**src/rtl/if_parser_pkg.sv**
```systemverilog
// Shared constants and types for the parser stream controller.
// Result codes, FSM state encoding and character width.
package if_parser_pkg;

    localparam int ASCII_W = 7;

    localparam logic [1:0] RES_OK    = 2'd0;
    localparam logic [1:0] RES_PERR  = 2'd1;
    localparam logic [1:0] RES_TMO   = 2'd2;
    localparam logic [1:0] RES_EMPTY = 2'd3;

    typedef enum logic [2:0] {
        ST_IDLE   = 3'd0,
        ST_PRST   = 3'd1,
        ST_HOLD   = 3'd2,
        ST_GAP    = 3'd3,
        ST_WAIT   = 3'd4,
        ST_REPORT = 3'd5
    } state_t;

endpackage

```
**src/rtl/parser_stream_ctrl_if.sv**
```systemverilog
// Host + parser-facing signal bundle of parser_stream_ctrl.
// slave is the controller's view, master is the environment's view.
interface parser_stream_ctrl_if;

    logic                               wr_en;
    logic [if_parser_pkg::ASCII_W-1:0]  wr_char;
    logic                               wr_full;
    logic [31:0]                        x_in;
    logic                               start;
    logic                               clear;
    logic                               busy;
    logic                               prs_rst;
    logic [31:0]                        prs_x;
    logic [if_parser_pkg::ASCII_W-1:0]  prs_char;
    logic                               prs_valid;
    logic [31:0]                        prs_p;
    logic                               prs_done;
    logic                               prs_err;
    logic                               res_valid;
    logic [31:0]                        res_p;
    logic [1:0]                         res_code;
    logic                               wr_ovf;

    modport slave (
        input  wr_en, wr_char, x_in, start, clear, prs_p, prs_done, prs_err,
        output wr_full, busy, prs_rst, prs_x, prs_char, prs_valid,
               res_valid, res_p, res_code, wr_ovf
    );

    modport master (
        output wr_en, wr_char, x_in, start, clear, prs_p, prs_done, prs_err,
        input  wr_full, busy, prs_rst, prs_x, prs_char, prs_valid,
               res_valid, res_p, res_code, wr_ovf
    );

endinterface

```
**src/rtl/parser_stream_ctrl_char_fifo.sv**
```systemverilog
// Circular character buffer with one extra pointer bit to tell full from empty.
// flush drops every stored entry and overrides a same-cycle push.
module char_fifo #(
    parameter int DEPTH = 32,
    parameter int W     = 7
) (
    input  logic         clk,
    input  logic         rst,
    input  logic         push,
    input  logic         pop,
    input  logic         flush,
    input  logic [W-1:0] din,
    output logic         full,
    output logic         empty,
    output logic [W-1:0] head
);

    localparam int AW = $clog2(DEPTH);
    localparam logic [AW:0] PTR_ONE = {{AW{1'b0}}, 1'b1};

    logic [W-1:0] mem_r [DEPTH];
    logic [AW:0]  wr_ptr_r;
    logic [AW:0]  rd_ptr_r;
    logic         push_ok_s;
    logic         pop_ok_s;

    assign full      = (wr_ptr_r[AW] != rd_ptr_r[AW]) && (wr_ptr_r[AW-1:0] == rd_ptr_r[AW-1:0]);
    assign empty     = (wr_ptr_r == rd_ptr_r);
    assign head      = mem_r[rd_ptr_r[AW-1:0]];
    assign push_ok_s = push && !full && !flush;
    assign pop_ok_s  = pop && !empty && !flush;

    // Pointer bookkeeping.
    always_ff @(posedge clk or negedge rst) begin
        if (!rst) begin
            wr_ptr_r <= '0;
            rd_ptr_r <= '0;
        end else if (flush) begin
            rd_ptr_r <= wr_ptr_r;
        end else begin
            if (push_ok_s) wr_ptr_r <= wr_ptr_r + PTR_ONE;
            if (pop_ok_s)  rd_ptr_r <= rd_ptr_r + PTR_ONE;
        end
    end

    // Storage array; contents are only meaningful between the pointers.
    always_ff @(posedge clk) begin
        if (push_ok_s) mem_r[wr_ptr_r[AW-1:0]] <= din;
    end

endmodule

```
**src/rtl/parser_stream_ctrl.sv**
```systemverilog
// Buffers a host-written program, resets the parser, streams it with timed
// char_valid pulses and reports one registered result per run.
module parser_stream_ctrl
    import if_parser_pkg::*;
#(
    parameter int DEPTH       = 32,
    parameter int HOLD_CYC    = 2,
    parameter int GAP_CYC     = 2,
    parameter int TIMEOUT_CYC = 16
) (
    input  logic                 clk,
    input  logic                 rst,
    parser_stream_ctrl_if.slave  bus
);

    localparam int CW = $clog2(HOLD_CYC + GAP_CYC + TIMEOUT_CYC + 1);
    localparam logic [CW-1:0] CNT_ONE   = {{(CW-1){1'b0}}, 1'b1};
    localparam logic [CW-1:0] HOLD_LAST = CW'(HOLD_CYC - 1);
    localparam logic [CW-1:0] GAP_LAST  = CW'(GAP_CYC - 1);
    localparam logic [CW-1:0] TMO_INIT  = CW'(TIMEOUT_CYC);

    state_t               state_r, state_n;
    logic [CW-1:0]        cnt_r, cnt_n;
    logic                 pop_s, flush_s, push_s;
    logic                 full_s, empty_s;
    logic [ASCII_W-1:0]   head_s;
    logic [1:0]           code_s;
    logic                 start_run_s;
    logic                 idle_s;

    logic                 busy_r, prs_rst_r, prs_valid_r, res_valid_r, wr_ovf_r;
    logic [ASCII_W-1:0]   prs_char_r;
    logic [31:0]          prs_x_r, res_p_r;
    logic [1:0]           res_code_r;

    assign idle_s = (state_r == ST_IDLE);
    assign push_s = bus.wr_en && idle_s;

    char_fifo #(.DEPTH(DEPTH), .W(ASCII_W)) u_fifo (
        .clk   (clk),
        .rst   (rst),
        .push  (push_s),
        .pop   (pop_s),
        .flush (flush_s),
        .din   (bus.wr_char),
        .full  (full_s),
        .empty (empty_s),
        .head  (head_s)
    );

    // Next-state, timer and buffer control.
    always_comb begin
        state_n     = state_r;
        cnt_n       = cnt_r;
        pop_s       = 1'b0;
        flush_s     = 1'b0;
        code_s      = RES_OK;
        start_run_s = 1'b0;
        case (state_r)
            ST_IDLE: begin
                if (bus.clear) begin
                    flush_s = 1'b1;
                end else if (bus.start) begin
                    // A write landing with start counts as program content.
                    if (empty_s && !bus.wr_en) begin
                        state_n = ST_REPORT;
                        code_s  = RES_EMPTY;
                    end else begin
                        state_n     = ST_PRST;
                        start_run_s = 1'b1;
                    end
                end else begin
                    state_n = ST_IDLE;
                end
            end
            ST_PRST: begin
                state_n = ST_HOLD;
                cnt_n   = HOLD_LAST;
            end
            ST_HOLD, ST_GAP: begin
                if (bus.prs_err) begin
                    state_n = ST_REPORT;
                    flush_s = 1'b1;
                    code_s  = RES_PERR;
                end else if (bus.prs_done) begin
                    state_n = ST_REPORT;
                    flush_s = 1'b1;
                    code_s  = RES_OK;
                end else if (cnt_r != '0) begin
                    cnt_n = cnt_r - CNT_ONE;
                end else if (state_r == ST_HOLD) begin
                    pop_s   = 1'b1;
                    state_n = ST_GAP;
                    cnt_n   = GAP_LAST;
                end else if (!empty_s) begin
                    state_n = ST_HOLD;
                    cnt_n   = HOLD_LAST;
                end else begin
                    state_n = ST_WAIT;
                    cnt_n   = TMO_INIT;
                end
            end
            ST_WAIT: begin
                if (bus.prs_err) begin
                    state_n = ST_REPORT;
                    code_s  = RES_PERR;
                end else if (bus.prs_done) begin
                    state_n = ST_REPORT;
                    code_s  = RES_OK;
                end else if (cnt_r == CNT_ONE) begin
                    state_n = ST_REPORT;
                    code_s  = RES_TMO;
                end else begin
                    cnt_n = cnt_r - CNT_ONE;
                end
            end
            ST_REPORT: begin
                state_n = ST_IDLE;
            end
            default: begin
                state_n = ST_IDLE;
            end
        endcase
    end

    // State, timer and registered outputs, all derived from the next state.
    always_ff @(posedge clk or negedge rst) begin
        if (!rst) begin
            state_r     <= ST_IDLE;
            cnt_r       <= '0;
            busy_r      <= 1'b0;
            prs_rst_r   <= 1'b1;
            prs_valid_r <= 1'b0;
            prs_char_r  <= '0;
            prs_x_r     <= 32'd0;
            res_valid_r <= 1'b0;
            res_p_r     <= 32'd0;
            res_code_r  <= RES_OK;
            wr_ovf_r    <= 1'b0;
        end else begin
            state_r     <= state_n;
            cnt_r       <= cnt_n;
            busy_r      <= (state_n == ST_PRST) || (state_n == ST_HOLD) ||
                           (state_n == ST_GAP)  || (state_n == ST_WAIT);
            prs_rst_r   <= !((state_n == ST_HOLD) || (state_n == ST_GAP) || (state_n == ST_WAIT));
            prs_valid_r <= (state_n == ST_HOLD);
            if (state_n == ST_HOLD) prs_char_r <= head_s;
            if (start_run_s)        prs_x_r    <= bus.x_in;
            if (state_n == ST_REPORT) begin
                res_valid_r <= 1'b1;
                res_code_r  <= code_s;
                res_p_r     <= (code_s == RES_EMPTY) ? 32'd0 : bus.prs_p;
            end else if (idle_s && (bus.clear || bus.start)) begin
                res_valid_r <= 1'b0;
            end
            if (idle_s && (bus.clear || bus.start)) begin
                wr_ovf_r <= 1'b0;
            end else if (push_s && full_s) begin
                wr_ovf_r <= 1'b1;
            end
        end
    end

    assign bus.wr_full   = full_s;
    assign bus.busy      = busy_r;
    assign bus.prs_rst   = prs_rst_r;
    assign bus.prs_x     = prs_x_r;
    assign bus.prs_char  = prs_char_r;
    assign bus.prs_valid = prs_valid_r;
    assign bus.res_valid = res_valid_r;
    assign bus.res_p     = res_p_r;
    assign bus.res_code  = res_code_r;
    assign bus.wr_ovf    = wr_ovf_r;

endmodule

```
**src/flat_wrapper.sv**
```systemverilog
// flat-port wrapper written by rule: the top's interface ports become plain ports
module parser_stream_ctrl_flat import if_parser_pkg::*;
#(
    parameter int DEPTH       = 32,
    parameter int HOLD_CYC    = 2,
    parameter int GAP_CYC     = 2,
    parameter int TIMEOUT_CYC = 16
)
  (clk, rst, bus_wr_en, bus_wr_char, bus_x_in, bus_start, bus_clear, bus_prs_p, bus_prs_done, bus_prs_err, bus_wr_full, bus_busy, bus_prs_rst, bus_prs_x, bus_prs_char, bus_prs_valid, bus_res_valid, bus_res_p, bus_res_code, bus_wr_ovf);
  parser_stream_ctrl_if bus_i ();
  input  logic clk;
  input  logic rst;
  input wire logic [$bits(bus_i.wr_en)-1:0] bus_wr_en;
  input wire logic [$bits(bus_i.wr_char)-1:0] bus_wr_char;
  input wire logic [$bits(bus_i.x_in)-1:0] bus_x_in;
  input wire logic [$bits(bus_i.start)-1:0] bus_start;
  input wire logic [$bits(bus_i.clear)-1:0] bus_clear;
  input wire logic [$bits(bus_i.prs_p)-1:0] bus_prs_p;
  input wire logic [$bits(bus_i.prs_done)-1:0] bus_prs_done;
  input wire logic [$bits(bus_i.prs_err)-1:0] bus_prs_err;
  output wire logic [$bits(bus_i.wr_full)-1:0] bus_wr_full;
  output wire logic [$bits(bus_i.busy)-1:0] bus_busy;
  output wire logic [$bits(bus_i.prs_rst)-1:0] bus_prs_rst;
  output wire logic [$bits(bus_i.prs_x)-1:0] bus_prs_x;
  output wire logic [$bits(bus_i.prs_char)-1:0] bus_prs_char;
  output wire logic [$bits(bus_i.prs_valid)-1:0] bus_prs_valid;
  output wire logic [$bits(bus_i.res_valid)-1:0] bus_res_valid;
  output wire logic [$bits(bus_i.res_p)-1:0] bus_res_p;
  output wire logic [$bits(bus_i.res_code)-1:0] bus_res_code;
  output wire logic [$bits(bus_i.wr_ovf)-1:0] bus_wr_ovf;
  assign bus_i.wr_en = bus_wr_en;
  assign bus_i.wr_char = bus_wr_char;
  assign bus_i.x_in = bus_x_in;
  assign bus_i.start = bus_start;
  assign bus_i.clear = bus_clear;
  assign bus_i.prs_p = bus_prs_p;
  assign bus_i.prs_done = bus_prs_done;
  assign bus_i.prs_err = bus_prs_err;
  assign bus_wr_full = bus_i.wr_full;
  assign bus_busy = bus_i.busy;
  assign bus_prs_rst = bus_i.prs_rst;
  assign bus_prs_x = bus_i.prs_x;
  assign bus_prs_char = bus_i.prs_char;
  assign bus_prs_valid = bus_i.prs_valid;
  assign bus_res_valid = bus_i.res_valid;
  assign bus_res_p = bus_i.res_p;
  assign bus_res_code = bus_i.res_code;
  assign bus_wr_ovf = bus_i.wr_ovf;
  parser_stream_ctrl #(.DEPTH(DEPTH), .HOLD_CYC(HOLD_CYC), .GAP_CYC(GAP_CYC), .TIMEOUT_CYC(TIMEOUT_CYC)) u_core (.clk(clk), .rst(rst), .bus(bus_i));
endmodule
```
**config.mk**
```make
export PLATFORM = sky130hd
export DESIGN_NAME = parser_stream_ctrl_flat
export DESIGN_NICKNAME = d
export VERILOG_FILES = /design/src/rtl/if_parser_pkg.sv /design/src/rtl/parser_stream_ctrl_if.sv /design/src/rtl/parser_stream_ctrl_char_fifo.sv /design/src/rtl/parser_stream_ctrl.sv /design/src/flat_wrapper.sv
export SDC_FILE = /design/constraint.sdc
export NUM_CORES = 1
export LEC_CHECK = 0
export CAP_MARGIN = 10
export CORE_MARGIN = 2
export CORE_UTILIZATION = 52
export CTS_BUF_LIST = sky130_fd_sc_hd__clkbuf_4
export DETAILED_ROUTE_END_ITERATION = 8
export GPL_TIMING_DRIVEN = 0
export PLACE_DENSITY = 0.78
export SYNTH_ARGS = -nofsm -noshare
export SYNTH_HDL_FRONTEND = slang
export SYNTH_HIERARCHICAL = 1
export SYNTH_SLANG_ARGS = --single-unit
```
**constraint.sdc**
```tcl
create_clock -name clk -period 2.7 [get_ports clk]
set_input_delay 0.675 -clock clk [delete_from_list [all_inputs] [get_ports clk]]
set_output_delay 0.675 -clock clk [all_outputs]
set_load 0.02 [all_outputs]
```
==> results.md <==
* WS Path Type: register to register
* H-tree depth at 3
* Final Routed Wirelength at 32300 um
* Total Power at approximately 0.019 W
* Worst setup path end: u_core/bus.prs_char[0]
* Worst Tran Pin Value at about 1.1 ns
* Leakage Power at roughly 6.1 nW
* Drt drc at 0
* Skew final at about 0.053 ns
* M2 GR Usage at between 40% and 50%
* Antenna violations before repair at 1
* Gate power share at 44.4%
* CP Launch Point: u_core/u_fifo/rd_ptr_r[1]
* Largest stage delay, worst path at roughly 0.6 ns
* Vias per Instance at approximately 5.8
* M3 GR Usage at 6.98%
* Cell count after synthesis at around 760
* Sequential area share after synthesis at around 70%
* Die X-Extent at roughly 160 um
* Crit end category: register
* Internal Power at about 0.012 W
* Post-synth EDFFs at 224
* Sequential share of power at between 30 and 40%
* Final core occ at approximately two thirds
* Outcome: finished clean
* Number of global-route vias before repair at around 8400
* TNS Setup at 0 ns
* Initial Utilization at about 52%
* Global-route usage over all layers at about a quarter
* Root Buffer: clkbuf_4
* Synth-to-layout area growth at 30.0%
* Worst-path cell chain: buf_6, buf_2, mux4_2, mux4_2, mux2_2, mux2_2
* Maximum vdd drop at ~0.00066 V
* IO Pins at roughly 160
* Clock sink total at 322
* Ys async rst share at a little under a third
* Fillers at around 1700
* Max clock buf depth at 3
* Die height at 163 um
* DRT antenna net count at 0
* Pwr/cell area at ~1100 nW/um^2
* Syn nets at approximately 850
* Critical Path AT at about 3.3 ns
* Switching pwr at 0.00664 W
* Initial DRC Count at 777
* Slew HR at between 20% and 30%
* Most common flop cell mapped by yosys: edfxtp_1
* Worst EP required at 3.27 ns
* Crit Path Max Fanout at 10
* CTS buffer count at 80
* Most used routing layer: met2
* Clk Latency, worst-skew pair at 0.72 ns
* Die area at between 20000 and 30000 um^2
* Post-route minimum period at approximately 2.7 ns
* Vias at around 8000
* DR pass1 iterations at 5
* Grt ovf at 0
* First-pass GRT wire length at ~49000 um
* Worst r2r src: u_core/u_fifo/rd_ptr_r[1]
* Worst R2R End: u_core/bus.prs_char[0]
* Fraction of layout cells with a size suffix above 1 at between 30% and 40%
* Final worst path period share at 99.4%
* Synth Warn # at 6
* RSZ-0062 raised after global routing: yes
* Hpwl dp at 21100 um
* Endpoints failing setup at 0
* GPL Wtd Cong at ~0.85
* Global-route met1 utilization at 31.0%
* Syn avg cell area at 17.2 um^2
* Cell Rows at 58
* Max_cap viols at 0
* Clk network pwr share at between 20% and 30%
* Worst r2r path cells at 6
* F_max at between 300 and 400 MHz
* Port Buffers at around 160
* Startpoint types: register
* Hold Slack at 0.0444 ns
* Reg2reg setup slack at approximately 0.016 ns
* Hold_buf cts at 0
* TritonCTS clock tree: yes
* Hold Vio Cnt, Final at 0
* Worst min path class: input pin to asynchronous set/reset pin
* Final Net Count at ~1100
* Number of synthesized register bits at 322
* Cell variety after synth at 58
* Max Slew Vio Count at 0
* CP max stage cell: mux4_2
* Pin count of the biggest net entering global routing at 60
* Clock slew at reported path FFs at ~0.07 ns
* Mapped Area at approximately 13000 um^2
* Switching Fraction at 35.4%
* Core area at around 25000 um^2
* Wirelength per Cell at around 23 um
[critical path, delay by kind of cell, from the launching register on]
kind | cells | cell delay, ns
buffers and inverters | 2 | 0.51
flip-flops | 1 | 0.38
multiplexers | 4 | 1.68
[logic make-up after synthesis]
kind of cell,share of synthesized area (%)
flops,70.2
simple gates,5.13
mux,16.4
compound gates,4.53
buf+inv,2.08
xor+xnor,0.937
fa+ha+maj,0.765
[sequential cells by signal, summed over array words and instances, names as in the netlist]
name	count
u_core/bus.busy	1
u_core/bus.prs_char	7
u_core/bus.prs_rst	1
u_core/bus.prs_valid	1
u_core/bus.prs_x	32
u_core/bus.res_code	2
u_core/bus.res_p	32
u_core/bus.res_valid	1
u_core/bus.wr_ovf	1
u_core/cnt_r	5
u_core/state_r	3
u_core/u_fifo/mem_r	224
u_core/u_fifo/rd_ptr_r	6
u_core/u_fifo/wr_ptr_r	6
[cells in the mapped netlist (all sizes together) (3+ instances only)]
library cell,n,area share (%)
a21oi,5,0.19
buf,17,1.1
clkbuf,26,0.75
dfrtp,97,19
edfxtp,224,51
ha,8,0.76
inv,9,0.26
mux2,47,4.0
mux2i,4,0.31
mux4,70,12
nand2,57,1.6
nand3,4,0.15
nand3b,4,0.23
nand4,4,0.19
nor2,42,1.2
nor2b,3,0.14
nor3,7,0.35
o21ai,74,2.8
or3,5,0.24
xnor2,8,0.54
xor2,6,0.40
[metal layers]
| layer | wire length [um] | vias to the layer above | part of all wire [%] |
|---|---|---|---|
| met5 | 0 | - | 0 |
| met4 | 1020 | 0 | 3.2 |
| met3 | 3100 | 72 | 9.6 |
| met2 | 16300 | 479 | 51 |
| met1 | 11900 | 4110 | 37 |
| li1 | - | 3561 | - |
[through the flow]
| stage | instances | worst slack [ns] | area [um^2] |
|---|---|---|---|
| global placement | 1245 | -2.79 | 15100 |
| global route | 1417 | -0.0553 | 17000 |
| CTS | 1409 | -0.0276 | 16800 |
| finish | 1417 | 0.0160 | 17000 |
| detailed placement | 1246 | -1.45 | 15100 |
| floorplan | 759 | -0.0708 | 13100 |
[layout by cell type (no fill, tap or decap), drive strengths merged, types with 4 or more instances in the layout]
cell and n:
mux2i 4, o21ai 74, nand3b 4, clkinv 22
a21oi 5, or3 5, mux4 70, nand2 57
nand3 4, buf 59, nand4 4, nor3 7
mux2 47, dfrtp 97, xnor2 8, xor2 6
inv 13, ha 8, edfxtp 224, clkbuf 129
nor2 42, clkdlybuf4s50 153
[what timing repair did]
item	in CTS	in global routing
resized for setup	122	58
gates cloned	1	2
pin swaps	10	8
setup buffers	30	6
setup endpoints to repair	314	300
[final cells by class]
| cell class | instances | area [um^2] | area share [%] |
|---|---|---|---|
| Antenna cell | 1 | 2.50 | 0.0147 |
| Buffer | 35 | 262 | 1.54 |
| Clock buffer | 110 | 826 | 4.85 |
| Clock inverter | 28 | 129 | 0.758 |
| Inverter | 9 | 36.3 | 0.213 |
| Multi-Input combinational cell | 385 | 4110 | 24.2 |
| Sequential cell | 322 | 9180 | 54.0 |
| Tap cell | 330 | 413 | 2.43 |
| Timing Repair Buffer | 197 | 2050 | 12.0 |
[power groups by stage]
stage | registers, W | clock network [W] | logic [W]
2_1_floorplan | 0.00727 | 0 | 0.00384
3_3_place_gp | 0.00661 | 0 | 0.00711
3_5_place_dp | 0.00665 | 0 | 0.00723
4_1_cts | 0.00663 | 0.00390 | 0.00799
5_1_grt | 0.00672 | 0.00416 | 0.00880
6_report | 0.00664 | 0.00377 | 0.00833
[how the worst min path moves through the flow]
| stage | from | end | slack (ns) | depth (start not counted) |
|---|---|---|---|---|
| 6_report | rst | u_core/bus.res_code[1] | 0.04 | 1 |
| 5_1_grt | rst | u_core/bus.res_code[1] | 0.04 | 1 |
| 4_1_cts | rst | u_core/bus.res_code[1] | 0.01 | 1 |
| 3_5_place_dp | u_core/bus.res_code[1] | u_core/bus.res_code[1] | 0.47 | 1 |
| 3_3_place_gp | u_core/bus.res_code[1] | u_core/bus.res_code[1] | 0.46 | 1 |
| 2_1_floorplan | rst | u_core/bus.busy | 0.38 | 0 |
Note: power is estimated with default switching activity, not from simulation.
==> RTL change: new RTL, same flow settings <==
`DEPTH` is set to 32 in 3 places; all go to 64.
--- a/src/rtl/parser_stream_ctrl_char_fifo.sv
+++ b/src/rtl/parser_stream_ctrl_char_fifo.sv
@@ -1,7 +1,7 @@
 // Circular character buffer with one extra pointer bit to tell full from empty.
 // flush drops every stored entry and overrides a same-cycle push.
 module char_fifo #(
-    parameter int DEPTH = 32,
+    parameter int DEPTH = 64,
     parameter int W     = 7
 ) (
     input  logic         clk,
--- a/src/rtl/parser_stream_ctrl.sv
+++ b/src/rtl/parser_stream_ctrl.sv
@@ -3,7 +3,7 @@
 module parser_stream_ctrl
     import if_parser_pkg::*;
 #(
-    parameter int DEPTH       = 32,
+    parameter int DEPTH       = 64,
     parameter int HOLD_CYC    = 2,
     parameter int GAP_CYC     = 2,
     parameter int TIMEOUT_CYC = 16
--- a/src/flat_wrapper.sv
+++ b/src/flat_wrapper.sv
@@ -1,7 +1,7 @@
 // flat-port wrapper written by rule: the top's interface ports become plain ports
 module parser_stream_ctrl_flat import if_parser_pkg::*;
 #(
-    parameter int DEPTH       = 32,
+    parameter int DEPTH       = 64,
     parameter int HOLD_CYC    = 2,
     parameter int GAP_CYC     = 2,
     parameter int TIMEOUT_CYC = 16
Check against the original RTL: no difference found for any inputs over 4 cycles, from zero or initial values and one cycle with rst low; that may be too few to reach the edited logic, so the function may still have changed.
==> RTL change against the unedited design <==
  * Routed wire length rose by 73%
  * Critical path type is now flip-flop to output pin
  * Setup slack got worse by 0.14 ns
  * Largest power group unchanged
  * Worst hold slack improved by 0.30 ns
  * Design area rose by 62%
  * Area after synthesis rose by 69%
  * Combinational power rose by 37%
  * Sequential cell count rose by 226
  * Total power rose by 54%
  * The run now ends with negative setup slack left
==> RTL change: results (changes against the unedited design) <==
metric;value;unit;change
dp.cells;1925;;was 1246
finalWeightedCongestion;0.889;;was 0.854
synthesis.nets;1306;;was 845
min_path_type;primary input to flip-flop;;was primary input to asynchronous set/reset pin
num_vias;13500;;was 8222
cp-startpoint;u_core/u_fifo/rd_ptr_r[3]$_DFFE_PN0P_;;was u_core/u_fifo/rd_ptr_r[1]$_DFFE_PN0P_
grt_pass1_wl;82800;microns;was 48800 microns
wl_per_cell;25.5;microns;was 22.8 microns
crit_slowest_cell;dfrtp_2;;was mux4_2
ys_top_cells_by_count;edfxtp_1, mux4_2, dfrtp_1;;was edfxtp_1, dfrtp_1, o21ai_0
r2r_end;u_core/bus.prs_char[6]$_DFFE_PN0N_;;was u_core/bus.prs_char[0]$_DFFE_PN0N_
failed_checks;negative setup slack;;
setup_tns;-0.122;ns;was 0 ns
p_comb;11.4;mW;was 8.33 mW
timing.rr.start;u_core/u_fifo/rd_ptr_r[0]$_DFFE_PN0P_;;was u_core/u_fifo/rd_ptr_r[1]$_DFFE_PN0P_
numCtsBuffers;138;;was 80
status;finished, violations left;;was finished, final reports clean
largest_reg_flops;448;;was 224
dp_hpwl;35600;microns;was 21100 microns
synthTopCellsByArea;edfxtp_1, dfrtp_1, mux4_2;;unchanged
slew_headroom;0.280;;was 0.241
nFillCells;2733;;was 1665
total_power;28.9;mW;was 18.7 mW
final_nets;1638;;was 1116
final_layout_size_suffix_gt1_frac;0.360;;was 0.354
synthArstFlopShare;0.182;;was 0.304
synth_edf_count;448;;was 224
track_usage;0.255;;was 0.250
avgSynthCellArea;18.1;sq um;was 17.2 sq um
path_max_fanout;3;;was 10
finalSetupViolCount;1;;was 0
place_area;24500;sq um;was 15100 sq um
skew;0.0566;ns;was 0.0532 ns
clock_latency;0.86;ns;was 0.72 ns
ys_seq_area_frac;0.721;;was 0.702
firstDrtPassIters;6;;was 5
peakVddDrop;0.528;mV;was 0.664 mV
yosysUniqueCellTypes;66;;was 58
drtIter0Drc;1669;;was 777
whs;0.345;ns;was 0.0444 ns
p_sw;9.78;mW;was 6.64 mW
grt_pass1_vias;13700;;was 8377
timing.final.ws_setup;-0.122;ns;was 0.0160 ns
[RTL change: cell types whose count changed in the layout (fill, tap and decap cells not counted), moves of 9 or more]
cell	unedited run	this run
edfxtp_1	224	448
clkbuf_4	111	207
mux4_2	70	109
mux2_2	46	13
nor2_4	32	63
mux2_4	0	30
o21ai_1	18	39
mux2i_1	4	22
nor2_1	8	23
o211ai_1	1	16
nand2_1	49	63
a22oi_1	2	12
nand3_1	4	13
[RTL change: worst max-delay path: cells and delay by family (launching register included)]
kind          cells  cell delay, ns
flops             1            0.44
buf+inv           1            0.13
xor+xnor          1            0.21
simple gates      2            0.54
[RTL change: cell type report]
class	count	area [sq um]	share of cell area
Clock inverter	33	277	0.0100
Multi-Input combinational cell	591	6480	0.235
Sequential cell	548	16000	0.579
Inverter	8	35.0	0.00127
Tap cell	539	674	0.0245
Buffer	74	627	0.0227
Antenna cell	1	2.50	0.0000908
Timing Repair Buffer	194	2000	0.0726
Clock buffer	201	1510	0.0547
[RTL change: cells by family (layout without fill, tap and decap cells)]
kind of cell / count (synthesis) / count (layout) / share of synthesized area
fa+ha+maj: 5 / 5 / 0.00283
other cells: 0 / 1 / 0
buf+inv: 84 / 510 / 0.0212
flops: 548 / 548 / 0.721
simple gates: 225 / 225 / 0.0487
compound gates: 157 / 157 / 0.0453
mux: 186 / 186 / 0.153
xor+xnor: 18 / 18 / 0.00746
[RTL change: routing by layer]
metal  vias up  wire (microns)  GRT usage
met4         0            1630      0.105
met3       124            6130     0.0726
met2       891           27500      0.412
met5         -               0          0
met1      6836           20600      0.330
li1       5614               -          -
[RTL change: timing repair]
item,CTS,global route
buffers inserted,23,7
gates resized for setup,184,81
pin swaps,19,12
gates cloned,0,0
endpoints found under the setup margin,534,461
endpoints found under the hold margin,51,0
hold buffers,1,0
